**src/rtl/controlador_transpor_if.sv**
```systemverilog
// Element streams of the transpose controller: input load stream and result drain stream.
// master = environment (source/sink), slave = controller.
interface controlador_transpor_if;
   logic       in_valid;
   logic [7:0] in_data;
   logic       in_ready;
   logic       out_valid;
   logic [7:0] out_data;
   logic       out_ready;

   modport master (
      output in_valid, in_data, out_ready,
      input  in_ready, out_valid, out_data
   );

   modport slave (
      input  in_valid, in_data, out_ready,
      output in_ready, out_valid, out_data
   );
endinterface

```
**src/rtl/controlador_transpor.sv**
```systemverilog
// Load/transpose/drain controller: gathers an NxN byte matrix, hands it to an external
// transpose datapath of latency LAT, captures the result and streams it out row-major.
module controlador_transpor #(
   parameter int unsigned N   = 3,
   parameter int unsigned LAT = 1
) (
   input  logic                  clk,
   input  logic                  rst,
   input  logic                  start,
   input  logic                  abort,
   controlador_transpor_if.slave bus,
   output logic [N*N*8-1:0]      mat_to_dp,
   input  logic [N*N*8-1:0]      dp_result,
   output logic                  busy,
   output logic                  done
);
   localparam int unsigned NE = N * N;
   localparam int unsigned KW = $clog2(NE);
   localparam int unsigned LW = $clog2(LAT + 1);

   typedef enum logic [1:0] {
      IDLE  = 2'd0,
      LOAD  = 2'd1,
      EXEC  = 2'd2,
      DRAIN = 2'd3
   } state_t;

   state_t        state, state_nx;
   logic [KW-1:0] k, k_nx;
   logic [LW-1:0] lat_cnt, lat_nx;
   logic          done_nx;
   logic          capture;
   logic          in_xfer, out_xfer, last_k;
   logic [7:0]    opbuf  [NE];
   logic [7:0]    resbuf [NE];

   // Handshake outputs drop combinationally with abort so no transfer is counted that cycle.
   assign bus.in_ready  = (state == LOAD) && !abort;
   assign bus.out_valid = (state == DRAIN) && !abort;
   assign bus.out_data  = bus.out_valid ? resbuf[k] : '0;

   assign in_xfer  = bus.in_valid && bus.in_ready;
   assign out_xfer = bus.out_valid && bus.out_ready;
   assign last_k   = (k == KW'(NE - 1));
   assign busy     = (state != IDLE);

   always_comb begin
      for (int unsigned i = 0; i < NE; i++) begin
         mat_to_dp[i*8 +: 8] = opbuf[i];
      end
   end

   always_comb begin
      state_nx = state;
      k_nx     = k;
      lat_nx   = lat_cnt;
      done_nx  = 1'b0;
      capture  = 1'b0;
      case (state)
         IDLE: begin
            if (start && !abort) begin
               state_nx = LOAD;
               k_nx     = '0;
            end
         end
         LOAD: begin
            if (abort) begin
               state_nx = IDLE;
               k_nx     = '0;
               lat_nx   = '0;
            end else if (in_xfer) begin
               if (last_k) begin
                  state_nx = EXEC;
                  k_nx     = '0;
                  lat_nx   = '0;
               end else begin
                  k_nx = k + 1'b1;
               end
            end
         end
         EXEC: begin
            if (abort) begin
               state_nx = IDLE;
               k_nx     = '0;
               lat_nx   = '0;
            end else if (lat_cnt == LW'(LAT)) begin
               state_nx = DRAIN;
               capture  = 1'b1;
               k_nx     = '0;
               lat_nx   = '0;
            end else begin
               lat_nx = lat_cnt + 1'b1;
            end
         end
         DRAIN: begin
            if (abort) begin
               state_nx = IDLE;
               k_nx     = '0;
               lat_nx   = '0;
            end else if (out_xfer) begin
               if (last_k) begin
                  state_nx = IDLE;
                  k_nx     = '0;
                  done_nx  = 1'b1;
               end else begin
                  k_nx = k + 1'b1;
               end
            end
         end
         default: begin
            state_nx = IDLE;
            k_nx     = '0;
            lat_nx   = '0;
         end
      endcase
   end

   always_ff @(posedge clk or negedge rst) begin
      if (!rst) begin
         state   <= IDLE;
         k       <= '0;
         lat_cnt <= '0;
         done    <= 1'b0;
      end else begin
         state   <= state_nx;
         k       <= k_nx;
         lat_cnt <= lat_nx;
         done    <= done_nx;
      end
   end

   // Buffers keep their contents across abort; only reset clears them.
   always_ff @(posedge clk or negedge rst) begin
      if (!rst) begin
         for (int unsigned i = 0; i < NE; i++) begin
            opbuf[i]  <= '0;
            resbuf[i] <= '0;
         end
      end else begin
         if (in_xfer) begin
            opbuf[k] <= bus.in_data;
         end
         if (capture) begin
            for (int unsigned i = 0; i < NE; i++) begin
               resbuf[i] <= dp_result[i*8 +: 8];
            end
         end
      end
   end
endmodule

```
**src/flat_wrapper.sv**
```systemverilog
// flat-port wrapper written by rule: the top's interface ports become plain ports
module controlador_transpor_flat 
#(
   parameter int unsigned N   = 3,
   parameter int unsigned LAT = 1
)
  (clk, rst, start, abort, mat_to_dp, dp_result, busy, done, bus_in_valid, bus_in_data, bus_out_ready, bus_in_ready, bus_out_valid, bus_out_data);
  controlador_transpor_if bus_i ();
  input  logic clk;
  input  logic rst;
  input  logic start;
  input  logic abort;
  output logic [N*N*8-1:0] mat_to_dp;
  input  logic [N*N*8-1:0] dp_result;
  output logic busy;
  output logic done;
  input wire logic [$bits(bus_i.in_valid)-1:0] bus_in_valid;
  input wire logic [$bits(bus_i.in_data)-1:0] bus_in_data;
  input wire logic [$bits(bus_i.out_ready)-1:0] bus_out_ready;
  output wire logic [$bits(bus_i.in_ready)-1:0] bus_in_ready;
  output wire logic [$bits(bus_i.out_valid)-1:0] bus_out_valid;
  output wire logic [$bits(bus_i.out_data)-1:0] bus_out_data;
  assign bus_i.in_valid = bus_in_valid;
  assign bus_i.in_data = bus_in_data;
  assign bus_i.out_ready = bus_out_ready;
  assign bus_in_ready = bus_i.in_ready;
  assign bus_out_valid = bus_i.out_valid;
  assign bus_out_data = bus_i.out_data;
  controlador_transpor #(.N(N), .LAT(LAT)) u_core (.clk(clk), .rst(rst), .start(start), .abort(abort), .bus(bus_i), .mat_to_dp(mat_to_dp), .dp_result(dp_result), .busy(busy), .done(done));
endmodule
```
**config.mk**
```make
export PLATFORM = sky130hd
export DESIGN_NAME = controlador_transpor_flat
export DESIGN_NICKNAME = d
export VERILOG_FILES = /design/src/rtl/controlador_transpor_if.sv /design/src/rtl/controlador_transpor.sv /design/src/flat_wrapper.sv
export SDC_FILE = /design/constraint.sdc
export NUM_CORES = 1
export LEC_CHECK = 0
export ABC_AREA = 1
export CORE_ASPECT_RATIO = 0.7
export CORE_MARGIN = 2
export CORE_UTILIZATION = 50
export DETAILED_ROUTE_END_ITERATION = 8
export PLACE_DENSITY = 0.83
export SKIP_LAST_GASP = 1
export SLEW_MARGIN = 30
export SYNTH_ARGS = -nofsm -noshare
export SYNTH_HDL_FRONTEND = slang
export SYNTH_SLANG_ARGS = --single-unit
export TNS_END_PERCENT = 1
```
**constraint.sdc**
```tcl
create_clock -name clk -period 2.7 [get_ports clk]
set_input_delay 0.27 -clock clk [delete_from_list [all_inputs] [get_ports clk]]
set_output_delay 0.27 -clock clk [all_outputs]
set_load 0.05 [all_outputs]
```
==> results.py, run 1 <==
metrics = {
    "status": {
        "outcome": "completed",
    },
    "detailed_routing": {
        "drtPass1Iterations": 5,
        "wirelength_um": 17700,
        "wire_per_inst_um": 15.4,
        "vias": 5823,
        "initialDrtViolationCount": 469,
        "drc": 0,
        "antenna_left": 0,
        "via_per_inst": 5.09,
    },
    "cells_and_area": {
        "final_util_pct": 70.0,
        "finalNonFillerCells": 1145,
        "nNetsFinal": 1037,
        "antenna_cells": 0,
        "syn_to_final_growth_pct": 36.0,
        "drive_gt1_share_pct": 8.54,
    },
    "power_and_ir_drop": {
        "p_leak_nw": 4.39,
        "peakVddDrop_mv": 0.518,
        "powerDensity_mw_per_mm2": 886,
        "power_w": 0.00823,
    },
    "grt": {
        "grt_pass1_wl_um": 28100,
        "grt_use_total_pct": 25.2,
        "antenna_found_initial": 0,
        "grt_pass1_vias": 5452,
        "globalRoute.totalOverflow": 0,
        "grt_max_degree": 66,
    },
    "clock_network": {
        "cts.sinks": 152,
        "insertion_delay_ns": 0.42,
        "clock_path_buffers": 2,
        "cts_tree": "done",
        "root_buffer": "clkbuf_16",
        "htreeDepth": 4,
        "numCtsBuffers": 17,
        "clkSlewWorstSetupHoldPaths_ns": 0.06,
    },
    "timing": {
        "skew_ns": 0.00922,
        "setup_viol": 0,
        "rsz0062_at_grt": "yes",
        "slew_viol_final": 0,
        "fin_setup_tns_ns": 0,
        "hold_viol": 0,
        "post-route-min-period_ns": 2.61,
        "max_slew_margin_pct": 62.7,
        "tightest_slew_ns": 0.558,
        "fin_crit_sh_pct": 96.5,
        "max_freq_ghz": 0.384,
    },
    "setup_path": {
        "cp_data_required_time_ns": 2.43,
        "critPathLaunchType": "register",
        "r2r-end": "u_core.state[0]",
        "critPathKind": "reg2out",
        "r2r_cells": 7,
        "end_kind": "output pin",
        "cp_cell_sequence": "inv_1 -> nand2_1 -> nor2_1 -> o21ai_0 -> nand3_1 -> nand2_1 -> nor2_1 -> buf_4",
        "arrival_ns": 2.34,
        "crit_fanout": 12,
        "reg2reg_slack_ns": 0.65,
        "crit_path_max_incr_delay_ns": 0.55,
        "slowest_stage": "dfrtp_1",
        "rr_startpoint": "u_core.k[1]",
    },
    "floorplanning": {
        "num_rows": 35,
        "core_area_mm2": 0.0133,
        "die_area_mm2": 0.0146,
        "die_h_um": 102,
        "start_util_pct": 51.5,
        "io_pins": 170,
        "die_w_um": 144,
    },
    "placed_design": {
        "gp_congestion": 0.822,
        "placed_cells": 1108,
        "dp_hpwl_um": 12400,
        "port-buffer-count": 169,
    },
    "yosys": {
        "synthCells": 782,
        "yosys_warnings": 0,
        "postSynthAreaPerCell_um2": 8.73,
        "synthDistinctLibCells": 27,
        "syn-num-nets": 872,
        "yosysSeqAreaShare_pct": 55.7,
        "synth_top_cell_by_area": "dfrtp_1",
        "synth_top_area_share_pct": 55.7,
        "synth_area_mm2": 0.00683,
        "synthTopCellsByArea": "dfrtp_1, nand2_1, o21ai_0, inv_1, o21ai_1",
        "synth_seq_cells": 152,
    },
    "job": {
        "maxCapViolCount": 0,
    },
    "worst_hold_path": {
        "hp-class": "in2async",
    },
}
-- worst max path at each step --
stage               startpoint         endpoint  slack [ns]  cells after the start
2_1_floorplan  u_core.state[0]  u_core.state[1]        0.49                      6
3_3_place_gp       u_core.k[3]  bus_out_data[5]        0.55                      6
3_5_place_dp             abort      u_core.k[3]        0.53                      9
4_1_cts            u_core.k[3]  bus_out_data[5]        0.08                      6
5_1_grt            u_core.k[3]  bus_out_data[7]       -0.06                      8
6_report           u_core.k[3]  bus_out_data[7]        0.09                      8
-- cell families (layout without fill, tap and decap cells) --
group / Yosys count / count (layout) / share of synthesized area (%)
xor+xnor: 2 / 2 / 0.257
flops: 152 / 152 / 55.7
buf+inv: 134 / 312 / 8.78
compound gates: 188 / 188 / 14.7
fa+ha+maj: 4 / 4 / 0.733
simple gates: 302 / 302 / 19.9
-- critical path: cells and delay by family (launching register included) --
family | cells | cell delay, ns
and+or+nand+nor | 5 | 0.77
buffers and inverters | 2 | 0.40
AOI/OAI and AO/OA | 1 | 0.21
DFF | 1 | 0.55
-- synth_stat cells (all sizes together) --
library cell and number:
nor2 83, o21ai 161, inv 97, nand3 29, a21oi 18, nand4 3, dfrtp 152, o211ai 9
xor2 2, buf 22, nor3 3, ha 4, clkbuf 15, nand2 184
-- placed cells by master, fill, tap and decap left out, drive strengths merged --
cell type	n
a21oi	18
buf	24
bufinv	3
clkbuf	19
clkdlybuf4s50	158
clkinv	3
clkinvlp	4
dfrtp	152
dlygate4sd3	1
ha	4
inv	100
nand2	184
nand3	29
nand4	3
nor2	83
nor3	3
o211ai	9
o21ai	161
xor2	2
-- flip-flops by register name, summed over array words and instances, names as in the netlist --
name and flops:
u_core.done 1, u_core.k 4, u_core.resbuf 72, u_core.lat_cnt 1, u_core.mat_to_dp 72, u_core.state 2
-- cell type report --
class / instances / area (um2)
fill: 1037 / 3980
sequential: 152 / 3800
multi-input combinational: 496 / 2430
timing repair buffer: 183 / 1840
inverter: 97 / 367
tap: 185 / 231
clock buffer: 19 / 443
clock inverter: 13 / 169
-- metrics by stage --
stage                     hold WS (ns)  worst slack (ns)  instance area (um2)
final                            0.358            0.0935                 9290
after global routing             0.396           -0.0561                 9290
after CTS                        0.370            0.0804                 9240
after detailed placement         0.243             0.531                 8620
after global placement           0.237             0.550                 8620
after floorplan                -0.0256             0.487                 6830
-- routing by layer --
metal  vias up  share of wire [%]  track usage [%]
met2       224                 44             36.7
met1      2747                 47             37.4
met3        22                8.2             6.62
met5         -                  0                0
met4         0                1.3             7.01
li1       2830                  -                -
-- repair_timing --
item / 4_1_cts / 5_1_grt
hold endpoints to repair: 49 / 0
gates resized for setup: 0 / 0
endpoints found under the setup margin: 0 / 5
buffers inserted: 0 / 4
hold buffers: 1 / 0
-- power breakdown --
part	internal, W	switching, W
Sequential	0.00280	0.000308
Combinational	0.000914	0.00176
Clock	0.00149	0.000963
Total	0.00520	0.00303
No activity file was read; power rests on OpenSTA's default activity.
==> run 2: changes to the inputs <==
- CAP_MARGIN: unset -> 25
==> results of run 2 <==
The final DEF is identical to that of run 1; final timing and power are the same.
==> variant 1, RTL diff (config.mk and constraints of run 1) <==
`N` is set to 3 in 2 places; all go to 6.
--- a/src/rtl/controlador_transpor.sv
+++ b/src/rtl/controlador_transpor.sv
@@ -3,3 +3,3 @@
 module controlador_transpor #(
-   parameter int unsigned N   = 3,
+   parameter int unsigned N   = 6,
    parameter int unsigned LAT = 1
--- a/src/flat_wrapper.sv
+++ b/src/flat_wrapper.sv
@@ -3,3 +3,3 @@
 #(
-   parameter int unsigned N   = 3,
+   parameter int unsigned N   = 6,
    parameter int unsigned LAT = 1
Ports: changed (resized dp_result and mat_to_dp); port bits go from 170 to 602. No check against the original RTL was run, so the function may have changed too.
==> variant 1 against run 1 <==
The flow now finishes with violations (negative setup slack); final area increased to 3.8 times the old value; sequential cell count increased by 434; area after synthesis increased to 3.7 times the old value; clock power increased to 3.2 times the old value; power increased to 3.6 times the old value; critical path type unchanged; first-iteration DRC count increased to 5.5 times the old value; worst setup slack got worse by 0.36 ns; hold slack got worse by 0.10 ns; wire length increased to 4.9 times the old value.
==> variant 1: results <==
[timing]
finClkSkew_ns = 0.0160
finalHoldWorstSlack_ns = 0.257
setup_violations = 9
setup_ws_ns = -0.270
max-slew-margin-rel = 0.425

[placed_design]
hpwl_um = 59900
port-buffer-count = 601

[finish]
buffer_area_frac = 0.221
n_antenna_cell = 5
comb.multi_input.count = 1792
fillers = 3401
drive_gt1_frac = 0.160
fin_nets = 3617
multi_input_area_share = 0.267
numSequentialCells = 586
nClkBuffers = 85
inverters = 161
sh_seq_area = 0.419

[grt]
met1_usage = 0.453
antenna_found_initial = 8
top_usage_layer = "met2"
grt.met2_usage = 0.503

[setup_path]
crit_path_max_fanout = 14
cp.arrival_ns = 2.70
endpoint = "bus_out_data[4]"
reg2reg_depth = 5

[power_and_ir_drop]
p_leak_nw = 16.6
pg_comb_mw = 10.3
netSwitchingPower_mw = 10.4
power_frac_clock = 0.259
vdd_drop_max_v = 0.000615

[clock_network]
clkLatencyLatePin_ns = 0.60
h-tree-depth = 2

[detailed_routing]
m1WireLength_um = 35200
drt_iter0_markers = 2589
dr.max_layer_used = "met5"
num_vias = 22400

[run_status]
outcome = "complete, but fails checks"
violations = "negative setup slack"

[yosys]
syn-num-nets = 2999
ys_top_cells_by_count = "nand2_1, dfrtp_1, o21ai_0"
variant 1: cell count changes in the layout (fill, tap and decap cells not counted), moves of 64 or more:
cell | run 1 | this run
a21oi_1 | 18 | 149
clkdlybuf4s50_1 | 158 | 590
dfrtp_1 | 152 | 583
mux2_2 | 0 | 160
nand2_1 | 182 | 828
o21ai_0 | 88 | 153
o21ai_1 | 63 | 127
variant 1: cell families (layout without fill, tap and decap cells):
family,Yosys count,count (layout),share of synthesized area
compound gates,460,460,0.0951
fa+ha+maj,1,1,0.000500
buf+inv,318,978,0.0539
flops,586,586,0.586
mux,160,160,0.0720
other cells,0,5,0
simple gates,1171,1171,0.193
variant 1: through the flow:
stage / setup WS [ns] / TNS (ns) / util / power, mW / cell area, um^2
CTS: -0.200 / -1.52 / 0.702 / 29.4 / 34600
global route: -0.342 / -2.23 / 0.710 / 31.4 / 35000
finish: -0.270 / -1.41 / 0.710 / 30.0 / 35000
floorplan: 0.222 / 0 / - / 17.2 / 25000
global placement: -0.0919 / -0.174 / 0.651 / 20.4 / 32100
detailed placement: -0.0856 / -0.151 / 0.651 / 20.8 / 32100
variant 1: repair_timing:
item,4_1_cts,5_1_grt
buffers inserted,23,7
pin swaps,22,36
gates cloned,9,4
endpoints found under the setup margin,8,9
gates resized for setup,87,66
hold buffers,1,0
hold endpoints to repair,67,0
variant 1: critical path, cell delays in order (launching register included):
cell and delay, ns:
dfrtp_4 0.54, buf_12 0.17, buf_12 0.14, buf_16 0.16, nand2_1 0.06, nand2_1 0.05
nand2_1 0.06, nand2_2 0.09, nand2_1 0.10, nand2_1 0.07, nand2_1 0.13, nand2_2 0.13
nor2_4 0.14, nor2_4 0.06, buf_12 0.18
==> variant 2, RTL diff (flow settings as in run 1) <==
Without the edit above. Re-encode `state_t` (4 states) as one-hot, 4 bits wide.
--- a/src/rtl/controlador_transpor.sv
+++ b/src/rtl/controlador_transpor.sv
@@ -20,7 +20,7 @@
 
-   typedef enum logic [1:0] {
-      IDLE  = 2'd0,
-      LOAD  = 2'd1,
-      EXEC  = 2'd2,
-      DRAIN = 2'd3
+   typedef enum logic [3:0] {
+      IDLE  = 4'b0001,
+      LOAD  = 4'b0010,
+      EXEC  = 4'b0100,
+      DRAIN = 4'b1000
    } state_t;
Formal check against the unedited RTL: same outputs for any inputs over 10 cycles, from zero or initial values and one cycle with rst low; not proved beyond that.
==> variant 2 against run 1 <==
Area after synthesis rose by 2.8%; final area rose by 2.2%; clock power rose by 2%; worst setup slack improved by 0.15 ns; cell count rose by 1.6%; register-to-register slack improved by 0.17 ns; power fell by 19%; sequential cell count rose by 2; wire length rose by 4.9%; critical endpoint is now bus_in_ready; largest power group unchanged.
==> variant 2: results <==
[run_status]
outcome = "completed"

[yosys]
ys_top_cells_by_count = "nand2_1, dfrtp_1, nand3_1"
yosys.cell_types.count = 31
syn-num-nets = 890
ys_top_cells_by_area = "dfrtp_1, nand2_1, nand3_1, o21ai_1, nor2_1"
synth_cells = 800
yosysWarnings = 0

[placed_design]
post-place-ws_ns = 0.302
gp_congestion = 0.899
hpwl_um = 12900

[setup_path]
reg2reg_depth = 9
cp.arrival_ns = 2.19
reg2reg_setup_slack_ns = 0.82
crit_path_max_fanout = 8
r2r_end = "u_core.state[3]"
r2r-start = "u_core.k[0]"

[detailed_routing]
drt-total-wl_um = 18600
m1WireLength_um = 8850
viasPerCell = 5.25
wl_met2_um = 8070
first_pass_iters = 6
drt_iter0_markers = 527
routed-wl-met3_um = 1460
drc_errors = 0

[grt]
grt_use_total = 0.255
grt_pass1_wl_um = 29800
grt_pass1_vias = 5577
grt_max_degree = 69

[finish]
stdcell_count = 1163
fin_nets = 1050

[power_and_ir_drop]
p_leak_nw = 4.64
vdd_drop_max_v = 0.000417

[timing]
finClkSkew_ns = 0.00760
max-slew-margin-rel = 0.543
finalHoldWorstSlack_ns = 0.405
setup_ws_ns = 0.243

[clock_network]
clkLatencyLatePin_ns = 0.42
clk_pin_slew_worst_paths_ns = 0.07

[worst_hold_path]
hold_path_class = "input port to flip-flop"
## variant 2: how the worst max path moves through the flow
stage / from / endpoint
finish: u_core.state[3] / bus_in_ready
global route: u_core.state[1] / bus_out_data[1]
CTS: u_core.k[2] / bus_out_data[2]
detailed placement: abort / bus_out_data[1]
global placement: abort / bus_out_data[1]
floorplan: u_core.state[1] / bus_out_data[1]
## variant 2: logic make-up after synthesis
family          Yosys count  share of synthesized area
flops                   154                      0.549
fa+ha+maj                 4                    0.00713
buf+inv                  84                     0.0599
compound gates          146                      0.117
xor+xnor                  2                    0.00250
simple gates            410                      0.264
## variant 2: cell type report
type                       instances  area (um^2)
clock buffer                      18          439
clock inverter                    14          186
fill                            1118         4340
inverter                          38          143
multi-input combinational        562         2760
sequential                       154         3860
tap                              190          238
timing repair buffer             187         1870
## variant 2: report_power, final
group | internal [mW] | switching, mW | leakage (nW) | total [mW]
clock | 1.51 | 1.01 | 0.299 | 2.51
combinational | 0.562 | 1.05 | 2.28 | 1.62
sequential | 2.47 | 0.102 | 2.06 | 2.57
## variant 2: timing repair
| action | in CTS | in global routing |
|---|---|---|
| gates resized for setup | 0 | 1 |
| hold endpoints to repair | 65 | 0 |
| hold buffers | 1 | 0 |
| endpoints found under the setup margin | 0 | 7 |
| setup buffers | 0 | 0 |
## variant 2: through the flow
stage	area (um^2)	power (mW)
global placement	8850	4.20
finish	9490	6.70
CTS	9490	6.72
detailed placement	8850	4.21
global route	9490	6.98
floorplan	7020	3.62
## variant 2: routing by layer
metal | track usage | up-vias
met5 | 0 | -
met4 | 0.0566 | 0
met3 | 0.0602 | 19
met2 | 0.370 | 261
met1 | 0.389 | 2883
li1 | - | 2948
## variant 2: worst max-delay path, stage by stage (launching register included)
cell             delay [ns]
dfrtp_1                0.48
inv_2                  0.09
nand2_2                0.06
nor2_4                 0.12
nand2_4                0.10
inv_1                  0.11
clkdlybuf4s50_1        0.81
